`config.mk`:
```
export PLATFORM = sky130hd
export DESIGN_NAME = pipelined_addsub_flat
export DESIGN_NICKNAME = d
export VERILOG_FILES = /design/src/rtl/pipelined_addsub_pkg.sv /design/src/rtl/pipelined_addsub_if.sv /design/src/rtl/pipelined_addsub_chunk.sv /design/src/rtl/pipelined_addsub.sv /design/src/flat_wrapper.sv
export SDC_FILE = /design/constraint.sdc
export NUM_CORES = 1
export LEC_CHECK = 0
export BUFFER_PORTS_ARGS = -buffer_cell sky130_fd_sc_hd__buf_2
export CAP_MARGIN = 20
export CORE_ASPECT_RATIO = 0.5
export CORE_MARGIN = 5
export CORE_UTILIZATION = 52
export CTS_CLUSTER_SIZE = 10
export DETAILED_ROUTE_END_ITERATION = 12
export GPL_TIMING_DRIVEN = 0
export PLACE_DENSITY_LB_ADDON = 0.1
export SETUP_SLACK_MARGIN = 0.05
export SYNTH_ARGS = -nofsm -noshare
export SYNTH_HDL_FRONTEND = slang
export SYNTH_SLANG_ARGS = --single-unit
```
`constraint.sdc`:
```
create_clock -name clk -period 2.2 [get_ports clk]
set_clock_uncertainty 0.15 [all_clocks]
set_input_delay 0.44 -clock clk [delete_from_list [all_inputs] [get_ports clk]]
set_output_delay 0.44 -clock clk [all_outputs]
set_load 0.02 [all_outputs]
```
`src/rtl/pipelined_addsub_pkg.sv`:
```
// Shared definitions for the pipelined adder/subtractor.
//   OP_ADD / OP_SUB : encoding of the op input (add = A+B+cin, sub = A-B).
package pipelined_addsub_pkg;

  localparam logic OP_ADD = 1'b0;
  localparam logic OP_SUB = 1'b1;

endpackage

```
`src/rtl/pipelined_addsub_if.sv`:
```
// Operand/result stream bundle for pipelined_addsub.
//   Operand side : in_valid/in_ready handshake, op, cin, a, b.
//   Result side  : out_valid/out_ready handshake, sum, cout, overflow.
//   master : the environment (operand producer and result consumer).
//   slave  : the adder block.
interface pipelined_addsub_if #(
  parameter int WIDTH = 16
);

  logic             in_valid;
  logic             in_ready;
  logic             op;
  logic             cin;
  logic [WIDTH-1:0] a;
  logic [WIDTH-1:0] b;
  logic             out_valid;
  logic             out_ready;
  logic [WIDTH-1:0] sum;
  logic             cout;
  logic             overflow;

  modport master (
    output in_valid, op, cin, a, b, out_ready,
    input  in_ready, out_valid, sum, cout, overflow
  );

  modport slave (
    input  in_valid, op, cin, a, b, out_ready,
    output in_ready, out_valid, sum, cout, overflow
  );

endinterface

```
`src/rtl/pipelined_addsub_chunk.sv`:
```
// addsub_chunk: combinational CHUNK-bit ripple adder used once per stage.
//   i_a_chunk, i_b_chunk : operand slices (B already inverted for subtract)
//   i_c_in               : carry into bit 0 of the slice
//   o_s_chunk            : slice sum
//   o_c_out              : carry out of the slice MSB
//   o_c_msb              : carry into the slice MSB (for signed overflow)
module addsub_chunk #(
  parameter int CHUNK = 4
) (
  input  logic [CHUNK-1:0] i_a_chunk,
  input  logic [CHUNK-1:0] i_b_chunk,
  input  logic             i_c_in,
  output logic [CHUNK-1:0] o_s_chunk,
  output logic             o_c_out,
  output logic             o_c_msb
);

  logic [CHUNK:0] w_c;

  // NOTE: every variable gets a default before the loop so no path leaves
  // it unassigned, which is what keeps always_comb free of latches.
  always_comb begin
    w_c       = '0;
    o_s_chunk = '0;
    w_c[0]    = i_c_in;
    for (int i = 0; i < CHUNK; i++) begin
      o_s_chunk[i] = i_a_chunk[i] ^ i_b_chunk[i] ^ w_c[i];
      w_c[i+1]     = (i_a_chunk[i] & i_b_chunk[i]) |
                     (i_a_chunk[i] & w_c[i]) |
                     (i_b_chunk[i] & w_c[i]);
    end
  end

  assign o_c_out = w_c[CHUNK];
  assign o_c_msb = w_c[CHUNK-1];

endmodule

```
`src/rtl/pipelined_addsub.sv`:
```
// pipelined_addsub: WIDTH-bit two's-complement adder/subtractor whose carry
// chain is cut into STAGES chunks, one register stage per chunk.
//   clk   : rising-edge clock
//   rst_n : asynchronous active-low reset
//   bus   : operand/result stream (slave side), see pipelined_addsub_if
// Stage k adds chunk k using the carry registered by stage k-1. Operand bits
// not yet consumed travel forward with the beat (skew) and finished sum
// chunks travel alongside them (deskew), so the last stage holds the full
// result. The whole pipe advances together whenever the output slot is empty
// or being drained.
module pipelined_addsub
  import pipelined_addsub_pkg::*;
#(
  parameter int WIDTH  = 16,
  parameter int STAGES = 4
) (
  input logic               clk,
  input logic               rst_n,
  pipelined_addsub_if.slave bus
);

  localparam int CHUNK = WIDTH / STAGES;

  if (STAGES < 1 || STAGES > WIDTH || (WIDTH % STAGES) != 0) begin : g_bad_params
    $error("pipelined_addsub: WIDTH must be a multiple of STAGES, 1 <= STAGES <= WIDTH");
  end

  logic             w_advance;
  logic [WIDTH-1:0] w_b_eff;
  logic             w_cin_eff;

  // Per-stage inputs (from the operand port or the previous stage).
  logic [WIDTH-1:0] w_a_in     [STAGES];
  logic [WIDTH-1:0] w_b_in     [STAGES];
  logic [WIDTH-1:0] w_sum_in   [STAGES];
  logic [WIDTH-1:0] w_sum_next [STAGES];
  logic             w_c_in     [STAGES];
  logic             w_v_in     [STAGES];

  // Per-stage chunk adder outputs.
  logic [CHUNK-1:0] w_s     [STAGES];
  logic             w_c_out [STAGES];
  logic             w_c_msb [STAGES];

  // Stage registers.
  logic [WIDTH-1:0] r_a     [STAGES];
  logic [WIDTH-1:0] r_b     [STAGES];
  logic [WIDTH-1:0] r_sum   [STAGES];
  logic             r_c     [STAGES];
  logic             r_valid [STAGES];
  logic             r_ovf;

  // Bubbles shift too, so only a full, blocked output slot stalls the pipe.
  assign w_advance    = bus.out_ready | ~r_valid[STAGES-1];
  assign bus.in_ready = w_advance;

  // Subtract is A + ~B + 1: invert B and force the carry at the entry.
  assign w_b_eff   = (bus.op == OP_SUB) ? ~bus.b : bus.b;
  assign w_cin_eff = (bus.op == OP_SUB) ? 1'b1 : bus.cin;

  always_comb begin : stage_inputs
    w_a_in[0]   = bus.a;
    w_b_in[0]   = w_b_eff;
    w_c_in[0]   = w_cin_eff;
    w_v_in[0]   = bus.in_valid;
    w_sum_in[0] = '0;
    for (int k = 1; k < STAGES; k++) begin
      w_a_in[k]   = r_a[k-1];
      w_b_in[k]   = r_b[k-1];
      w_c_in[k]   = r_c[k-1];
      w_v_in[k]   = r_valid[k-1];
      w_sum_in[k] = r_sum[k-1];
    end
  end

  for (genvar k = 0; k < STAGES; k++) begin : g_chunk
    addsub_chunk #(
      .CHUNK (CHUNK)
    ) u_chunk (
      .i_a_chunk (w_a_in[k][k*CHUNK +: CHUNK]),
      .i_b_chunk (w_b_in[k][k*CHUNK +: CHUNK]),
      .i_c_in    (w_c_in[k]),
      .o_s_chunk (w_s[k]),
      .o_c_out   (w_c_out[k]),
      .o_c_msb   (w_c_msb[k])
    );
  end

  // Drop the freshly computed chunk into its slot of the travelling sum.
  always_comb begin : sum_merge
    for (int k = 0; k < STAGES; k++) begin
      w_sum_next[k]                  = w_sum_in[k];
      w_sum_next[k][k*CHUNK +: CHUNK] = w_s[k];
    end
  end

  // NOTE: data registers are reset along with the valid bits so nothing
  // unknown can ever reach sum/cout/overflow while out_valid is low.
  always_ff @(posedge clk or negedge rst_n) begin
    if (!rst_n) begin
      for (int k = 0; k < STAGES; k++) begin
        r_valid[k] <= 1'b0;
        r_c[k]     <= 1'b0;
        r_a[k]     <= '0;
        r_b[k]     <= '0;
        r_sum[k]   <= '0;
      end
      r_ovf <= 1'b0;
    end else if (w_advance) begin
      // NOTE: non-blocking, so each stage captures its predecessor's value
      // from before this edge regardless of loop order.
      for (int k = 0; k < STAGES; k++) begin
        r_valid[k] <= w_v_in[k];
        r_c[k]     <= w_c_out[k];
        r_a[k]     <= w_a_in[k];
        r_b[k]     <= w_b_in[k];
        r_sum[k]   <= w_sum_next[k];
      end
      // Carry into MSB differs from carry out exactly when the (post-
      // inversion) operand signs agree and the sum sign disagrees.
      r_ovf <= w_c_out[STAGES-1] ^ w_c_msb[STAGES-1];
    end
  end

  assign bus.out_valid = r_valid[STAGES-1];
  assign bus.sum       = r_sum[STAGES-1];
  assign bus.cout      = r_c[STAGES-1];
  assign bus.overflow  = r_ovf;

endmodule

```
`src/flat_wrapper.sv`:
```
// flat-port wrapper written by rule: the top's interface ports become plain ports
module pipelined_addsub_flat import pipelined_addsub_pkg::*;
#(
  parameter int WIDTH  = 16,
  parameter int STAGES = 4
)
  (clk, rst_n, bus_in_valid, bus_op, bus_cin, bus_a, bus_b, bus_out_ready, bus_in_ready, bus_out_valid, bus_sum, bus_cout, bus_overflow);
  pipelined_addsub_if #(.WIDTH(WIDTH)) bus_i ();
  input logic clk;
  input logic rst_n;
  input wire logic [$bits(bus_i.in_valid)-1:0] bus_in_valid;
  input wire logic [$bits(bus_i.op)-1:0] bus_op;
  input wire logic [$bits(bus_i.cin)-1:0] bus_cin;
  input wire logic [$bits(bus_i.a)-1:0] bus_a;
  input wire logic [$bits(bus_i.b)-1:0] bus_b;
  input wire logic [$bits(bus_i.out_ready)-1:0] bus_out_ready;
  output wire logic [$bits(bus_i.in_ready)-1:0] bus_in_ready;
  output wire logic [$bits(bus_i.out_valid)-1:0] bus_out_valid;
  output wire logic [$bits(bus_i.sum)-1:0] bus_sum;
  output wire logic [$bits(bus_i.cout)-1:0] bus_cout;
  output wire logic [$bits(bus_i.overflow)-1:0] bus_overflow;
  assign bus_i.in_valid = bus_in_valid;
  assign bus_i.op = bus_op;
  assign bus_i.cin = bus_cin;
  assign bus_i.a = bus_a;
  assign bus_i.b = bus_b;
  assign bus_i.out_ready = bus_out_ready;
  assign bus_in_ready = bus_i.in_ready;
  assign bus_out_valid = bus_i.out_valid;
  assign bus_sum = bus_i.sum;
  assign bus_cout = bus_i.cout;
  assign bus_overflow = bus_i.overflow;
  pipelined_addsub #(.WIDTH(WIDTH), .STAGES(STAGES)) u_core (.clk(clk), .rst_n(rst_n), .bus(bus_i));
endmodule
```
==> results of run 1 <==
-- how the worst max path moves through the flow --
stage	startpoint	end	slack, ps	cells after the start
after floorplan	bus_op	u_core.r_sum[51]$_DFFE_PN0P_	-640	10
after global placement	bus_op	u_core.r_sum[51]$_DFFE_PN0P_	-730	10
after detailed placement	bus_op	u_core.r_sum[51]$_DFFE_PN0P_	-760	10
after CTS	bus_op	u_core.r_sum[51]$_DFFE_PN0P_	-200	9
after global routing	bus_op	u_core.r_sum[51]$_DFFE_PN0P_	-200	9
final	bus_op	u_core.r_sum[51]$_DFFE_PN0P_	-140	9
-- critical path: stages --
cell and delay, ps:
sky130_fd_sc_hd__buf_16 120, sky130_fd_sc_hd__or2_4 230, sky130_fd_sc_hd__fa_2 340, sky130_fd_sc_hd__fa_2 350
sky130_fd_sc_hd__inv_2 70, sky130_fd_sc_hd__fa_2 180, sky130_fd_sc_hd__inv_2 40, sky130_fd_sc_hd__fa_2 400
sky130_fd_sc_hd__mux2_4 260
-- state kept, by name (all words and copies together), names as in the netlist --
signal	count
u_core.r_sum	24
u_core.r_c	3
u_core.r_a	24
u_core.r_valid	3
u_core.bus.cout	1
u_core.r_b	24
u_core.bus.sum	16
u_core.bus.out_valid	1
u_core.bus.overflow	1
-- synth_stat cells --
cell                       count  area [um^2]
sky130_fd_sc_hd__xor2_1       13          114
sky130_fd_sc_hd__buf_4        16          120
sky130_fd_sc_hd__mux2_4        6         90.1
sky130_fd_sc_hd__a21oi_1       8         40.0
sky130_fd_sc_hd__buf_2        10         50.1
sky130_fd_sc_hd__fa_1         16          320
sky130_fd_sc_hd__nand2b_1      1         6.26
sky130_fd_sc_hd__mux2i_1       4         40.0
sky130_fd_sc_hd__inv_1        24         90.1
sky130_fd_sc_hd__nand2b_4      1         13.8
sky130_fd_sc_hd__nor3b_1       8         60.1
sky130_fd_sc_hd__dfrtp_1      97         2430
sky130_fd_sc_hd__mux2_2       78          878
sky130_fd_sc_hd__or2_2         1         6.26
sky130_fd_sc_hd__buf_6         4         45.0
sky130_fd_sc_hd__xnor2_1       4         35.0
-- area by class of cell --
cell class	count	area, um^2	share of cell area
clock inverter	6	60.1	0.0116
sequential	97	2430	0.468
buffer	28	228	0.0439
timing repair buffer	62	353	0.0681
clock buffer	9	225	0.0434
multi-input combinational	140	1660	0.320
inverter	24	90.1	0.0174
tap	112	140	0.0270
-- stage by stage --
stage	instance area, um^2	hold WS, ps	total power (W)	utilization	setup TNS (ps)
floorplan	4400	-5.59	0.00515	-	-1520
global placement	4810	294	0.00577	0.597	-34250
detailed placement	4840	308	0.00594	0.601	-2220
CTS	5180	161	0.00759	0.643	-742
global route	5180	166	0.00805	0.643	-689
finish	5180	174	0.00751	0.643	-327
-- power by group --
part           internal [W]  total, W  leakage [nW]  switching, W
sequential          0.00260   0.00306          1.12      0.000465
combinational       0.00166   0.00294          1.11       0.00127
clock              0.000868   0.00151         0.137      0.000641
-- cells by family after synthesis --
family | Yosys count | synth area share
AO/OA/AOI/OAI | 8 | 0.00923
XOR/XNOR | 17 | 0.0343
adder cells (fa/ha/maj) | 16 | 0.0739
buffers and inverters | 54 | 0.0704
flip-flops | 97 | 0.560
multiplexers | 88 | 0.233
AND/OR/NAND/NOR | 11 | 0.0199
-- metal layers --
layer | wire length [um] | vias up
li1 | - | 1085
met1 | 3760 | 1202
met2 | 3710 | 40
met3 | 313 | 9
met4 | 80 | 0
met5 | 0 | -
-- timing repair --
item	CTS	global route
endpoints found under the hold margin	40	0
hold buffers	1	0
setup buffers	5	0
cloned	0	0
gates resized for setup	17	3
pin swaps	12	7
endpoints found under the setup margin	10	8
==> results.rst, run 1 <==
.. list-table::
   :header-rows: 1

   * - Metric
     - Value
   * - Total CTS buffers
     - 9
   * - # Max-Cap Violations
     - 0
   * - Fill cell instance count of the final layout
     - 610
   * - Root buffer cell
     - sky130_fd_sc_hd__clkbuf_16
   * - Total gr overflow
     - 0
   * - First-pass GRT wire length
     - approximately 13 mm
   * - 1st-iter DRT viols
     - 74
   * - Cell area after synthesis
     - 0.00434 mm^2
   * - Fin. max-slew vios
     - 0
   * - Post-synthesis register bit count
     - 97
   * - Most common cell after layout, fill and taps aside
     - sky130_fd_sc_hd__dfrtp_1
   * - Full die area
     - 0.0104 mm^2
   * - Placed Cells
     - 459
   * - Crit. End Element
     - flop
   * - Final std cells w/o fill
     - about 480
   * - Category of the most critical setup path
     - in2reg
   * - Maximum net fanout on the critical path
     - 4
   * - Leakage power total
     - ~2.4 nW
   * - Number of input and output port buffers inserted
     - 55
   * - Via count
     - between 2k and 2.5k
   * - Cell Rows
     - 23
   * - Length in cells of the worst reg-to-reg path
     - 9
   * - Starting Density
     - 0.538
   * - Clock insertion delay at the later pin of the skew report
     - 340 ps
   * - Instance count along the most critical hold path
     - 2
   * - Antenna violations before repair
     - 0
   * - Area overhead of the layout relative to synthesis
     - 19.6%
   * - Final Setup Violations
     - 5
   * - Final hold vios
     - 0
   * - Met3 demand-to-capacity share in global routing
     - 0.0539
   * - Core Box Area
     - a little over 0.008 mm^2
   * - Die height
     - 74.6 um
   * - RD Place Congestion
     - 0.736
   * - Syn Area/Cell
     - 14.9 um^2
   * - Count of inserted antenna diode cells
     - 0
   * - Number of library cell types mapped by synthesis
     - 16
   * - Nature of the critical path startpoint
     - input pin
   * - Setup repair after global routing missed its margin
     - yes
   * - I/O pin cnt
     - a little under 60
   * - Max Clk Rate
     - 427 MHz
   * - End point of the most critical hold path
     - u_core.r_a[56]$_DFFE_PN0P_
   * - Relative slew slack
     - 0.574
   * - Number of warnings printed during yosys synthesis
     - 0
   * - Clock sink count
     - just under 100
   * - Synthesized instance count
     - 291
   * - Global router's overall resource usage
     - 0.171
   * - Worst flop-to-flop path startpoint
     - u_core.r_c[1]$_DFFE_PN0P_
   * - Final period demand of the worst path
     - 2340 ps
   * - CTS H-tree lvls
     - 3
   * - Net count of the mapped netlist
     - around 350
   * - Clock buffer depth
     - 2
   * - Largest net degree at the start of global routing
     - 50
   * - Source of the worst hold timing path
     - bus_a[8]
   * - Net total in the final layout
     - 416
   * - DP Wirelength
     - 5.61 mm
   * - Most frequent cells in the layout
     - sky130_fd_sc_hd__dfrtp_1 (96), sky130_fd_sc_hd__mux2_2 (76), sky130_fd_sc_hd__buf_2 (61)
   * - Via count of the first global-routing pass
     - 2581
   * - Outcome
     - complete, but fails checks
   * - Worst slew pin tran
     - between 600 and 700 ps
   * - Ratio of cells with drive above 1 in the final layout
     - 0.615
   * - Failing checks
     - negative setup slack
   * - TritonCTS clock tree
     - built
   * - GR peak layer
     - met2
   * - Power Density
     - 1450 mW/mm^2
   * - Signal arrival time at the worst endpoint
     - 2420 ps
   * - Critical path required time
     - roughly 2300 ps
   * - Reg-to-reg setup timing slack
     - -100 ps
   * - Peak supply drop
     - about 650 uV
   * - Period utilization
     - 1.06
   * - Portion of the post-synthesis area used by sequential elements
     - 0.560
   * - Remaining DRCs
     - 0
   * - GR met2 Demand/Resource
     - 0.275
   * - Worst setup margin
     - -142 ps
   * - Detail Route Antenna Nets
     - 0
   * - Routed len/inst
     - 16.4 um
   * - End of the worst register-to-register path
     - u_core.bus.overflow$_DFFE_PN0P_
   * - Met1 Track Usage GR
     - 0.230
   * - Total Routed Length
     - ~7.9 mm
   * - Setup slack after placement
     - -756 ps
   * - TritonRoute pass-1 iters
     - 4
   * - Classification of the worst-slack hold path
     - in2reg
   * - Die Wd
     - about 140 um
   * - Clock transition at path regs
     - 70 ps
   * - Average via count per standard cell
     - 4.89
Note: power is estimated with default switching activity, not from simulation.
==> run 2, diff against run 1 <==
BUFFER_PORTS_ARGS = not set   (was -buffer_cell sky130_fd_sc_hd__buf_2)
CORE_MARGIN = 2   (was 5)
CORE_UTILIZATION = 55   (was 52)
DONT_BUFFER_PORTS = 1   (was not set)
==> results.rst, run 2 (synthesized netlist as in run 1, its figures left out) <==
.. list-table::
   :header-rows: 1

   * - Metric
     - Value
   * - Outcome
     - complete, but fails checks
   * - Failing checks
     - negative hold slack, negative setup slack
   * - DP Wirelength
     - 5.08 mm
   * - Full die area
     - slightly below 0.009 mm^2
   * - Global router's overall resource usage
     - 0.201
   * - Hold slack
     - -359 ps
   * - Final Setup Violations
     - 4
   * - Most frequent cells in the layout
     - sky130_fd_sc_hd__dfrtp_1 (96), sky130_fd_sc_hd__mux2_2 (76), sky130_fd_sc_hd__buf_4 (21)
   * - Starting Density
     - 0.579
   * - Final hold vios
     - 97
   * - Cell breakdown of the critical path
     - buf_16 -> or2_4 -> fa_2 -> fa_2 -> inv_2 -> fa_2 -> inv_2 -> fa_2 -> mux2_4
   * - Worst slew pin tran
     - 325 ps
   * - Most common cell after layout, fill and taps aside
     - sky130_fd_sc_hd__dfrtp_1
   * - First-pass GRT wire length
     - 12.3 mm
   * - Maximum net fanout on the critical path
     - 3
   * - Peak supply drop
     - roughly 810 uV
   * - Area overhead of the layout relative to synthesis
     - 12.3%
   * - # Max-Cap Violations
     - 0
   * - Final period demand of the worst path
     - about 2400 ps
   * - CP Launch Point
     - bus_op
   * - Detail Route Antenna Nets
     - 0
   * - Critical path required time
     - 2280 ps
   * - Total Routed Length
     - 7.45 mm
   * - Critical path endpoint
     - u_core.r_sum[51]$_DFFE_PN0P_
   * - Overall power consumption
     - ~0.0073 W
   * - Largest net degree at the start of global routing
     - 98
   * - Clock sink count
     - 97
   * - Routed len/inst
     - 17.8 um
   * - Category of the most critical setup path
     - in2reg
   * - Average via count per standard cell
     - 5.23
   * - TritonCTS clock tree
     - built
   * - Max stage delay cell, worst path
     - sky130_fd_sc_hd__fa_2
   * - Length in cells of the worst reg-to-reg path
     - 9
   * - Biggest regs
     - u_core.r_a x24, u_core.r_b x24, u_core.r_sum x24
   * - RD Place Congestion
     - between 0.7 and 0.8
   * - Total CTS buffers
     - 9
   * - Leakage power total
     - 2.16 nW
   * - Remaining DRCs
     - 0
   * - I/O pin cnt
     - 58
   * - Signal arrival time at the worst endpoint
     - 2440 ps
   * - Reg-to-reg setup timing slack
     - -140 ps
   * - Power Density
     - between 1000 and 1500 mW/mm^2
   * - Total gr overflow
     - 0
   * - Nature of the critical path startpoint
     - input pin
   * - Cell Rows
     - 22
   * - Core Box Area
     - approximately 0.0075 mm^2
   * - Crit. End Element
     - flop
   * - Net total in the final layout
     - 360
   * - Setup repair after global routing missed its margin
     - yes
   * - 1st-iter DRT viols
     - 99
   * - Clock insertion delay at the later pin of the skew report
     - 340 ps
   * - CP most frequent cell
     - sky130_fd_sc_hd__fa_2
   * - End of the worst register-to-register path
     - u_core.bus.overflow$_DFFE_PN0P_
   * - Largest stage delay on the critical path
     - 420 ps
   * - Worst setup margin
     - -160 ps
   * - Via count
     - between 2k and 2.5k
   * - Fin. max-slew vios
     - 0
   * - Ratio of cells with drive above 1 in the final layout
     - 0.527
   * - Antenna violations before repair
     - 0
   * - CTS H-tree lvls
     - 3
   * - Count of inserted antenna diode cells
     - 0
   * - Die height
     - 66.8 um
   * - Clock transition at path regs
     - 60 ps
   * - Classification of the worst-slack hold path
     - in2async
   * - Via count of the first global-routing pass
     - about 2.3k
   * - Relative slew slack
     - 0.783
   * - Period utilization
     - 1.07
   * - Max Clk Rate
     - 424 MHz
   * - TritonRoute pass-1 iters
     - 4
   * - Number of input and output port buffers inserted
     - 0
   * - Placed Cells
     - 399
   * - Worst flop-to-flop path startpoint
     - u_core.r_c[1]$_DFFE_PN0P_
   * - Root buffer cell
     - sky130_fd_sc_hd__clkbuf_16
   * - Clock buffer depth
     - 2
   * - Die Wd
     - between 100 and 150 um
   * - Final std cells w/o fill
     - 419
[run 2: cell types whose count changed in the layout (fill, tap and decap cells not counted), sizes merged]
cell	change
buf	-55
clkbuf	+4
clkinvlp	-2
bufinv	-1
dlygate4sd3	-1
[run 2: final cells by class]
type	instances	area, um^2
flip-flops and latches	97	2430
repair buffers	5	37.5
clock buffers	13	260
fillers	587	2620
multi-input cells	140	1670
well taps	108	135
inverters	24	90.1
clock inverters	3	15.0
plain buffers	29	239
[run 2: timing repair]
| item | 4_1_cts | 5_1_grt |
|---|---|---|
| resized for setup | 10 | 7 |
| setup endpoints to repair | 10 | 9 |
| pin swaps | 8 | 2 |
| buffers inserted | 4 | 1 |
| endpoints found under the hold margin | 97 | 97 |
[run 2: critical path: cells and delay by family]
kind | cells | cell delay, ps
adders and majority gates | 4 | 1280
muxes | 1 | 270
and+or+nand+nor | 1 | 240
buffers and inverters | 3 | 210
[run 2: how the worst min path moves through the flow]
stage	to	slack (ps)	cells past startpoint
finish	u_core.r_sum[32]$_DFFE_PN0P_	-360	0
global route	u_core.r_sum[37]$_DFFE_PN0P_	-380	0
CTS	u_core.r_sum[17]$_DFFE_PN0P_	-370	0
detailed placement	u_core.bus.sum[0]$_DFFE_PN0P_	-3	0
global placement	u_core.r_sum[32]$_DFFE_PN0P_	-3	0
floorplan	u_core.bus.cout$_DFFE_PN0P_	-6	0
[run 2: power by group]
group / switching (W) / internal, W / leakage (nW)
registers: 0.000499 / 0.00260 / 1.12
clock network: 0.000621 / 0.000823 / 0.139
logic: 0.00118 / 0.00158 / 0.899
total: 0.00230 / 0.00500 / 2.16
[run 2: routing by layer]
metal	track usage	vias up	routed length, um
met5	0	-	0
met4	0.0524	0	74
met3	0.0779	8	408
met2	0.302	45	3390
met1	0.276	1159	3580
li1	-	981	-
[run 2: stage by stage]
step / cell area (um^2) / utilization / setup WS (ps) / TNS (ps)
after global placement: 4530 / 0.605 / -723 / -2040
after global routing: 4870 / 0.651 / -197 / -738
final: 4870 / 0.651 / -160 / -408
after floorplan: 4400 / - / -638 / -1520
after CTS: 4840 / 0.647 / -153 / -429
after detailed placement: 4530 / 0.605 / -757 / -2290
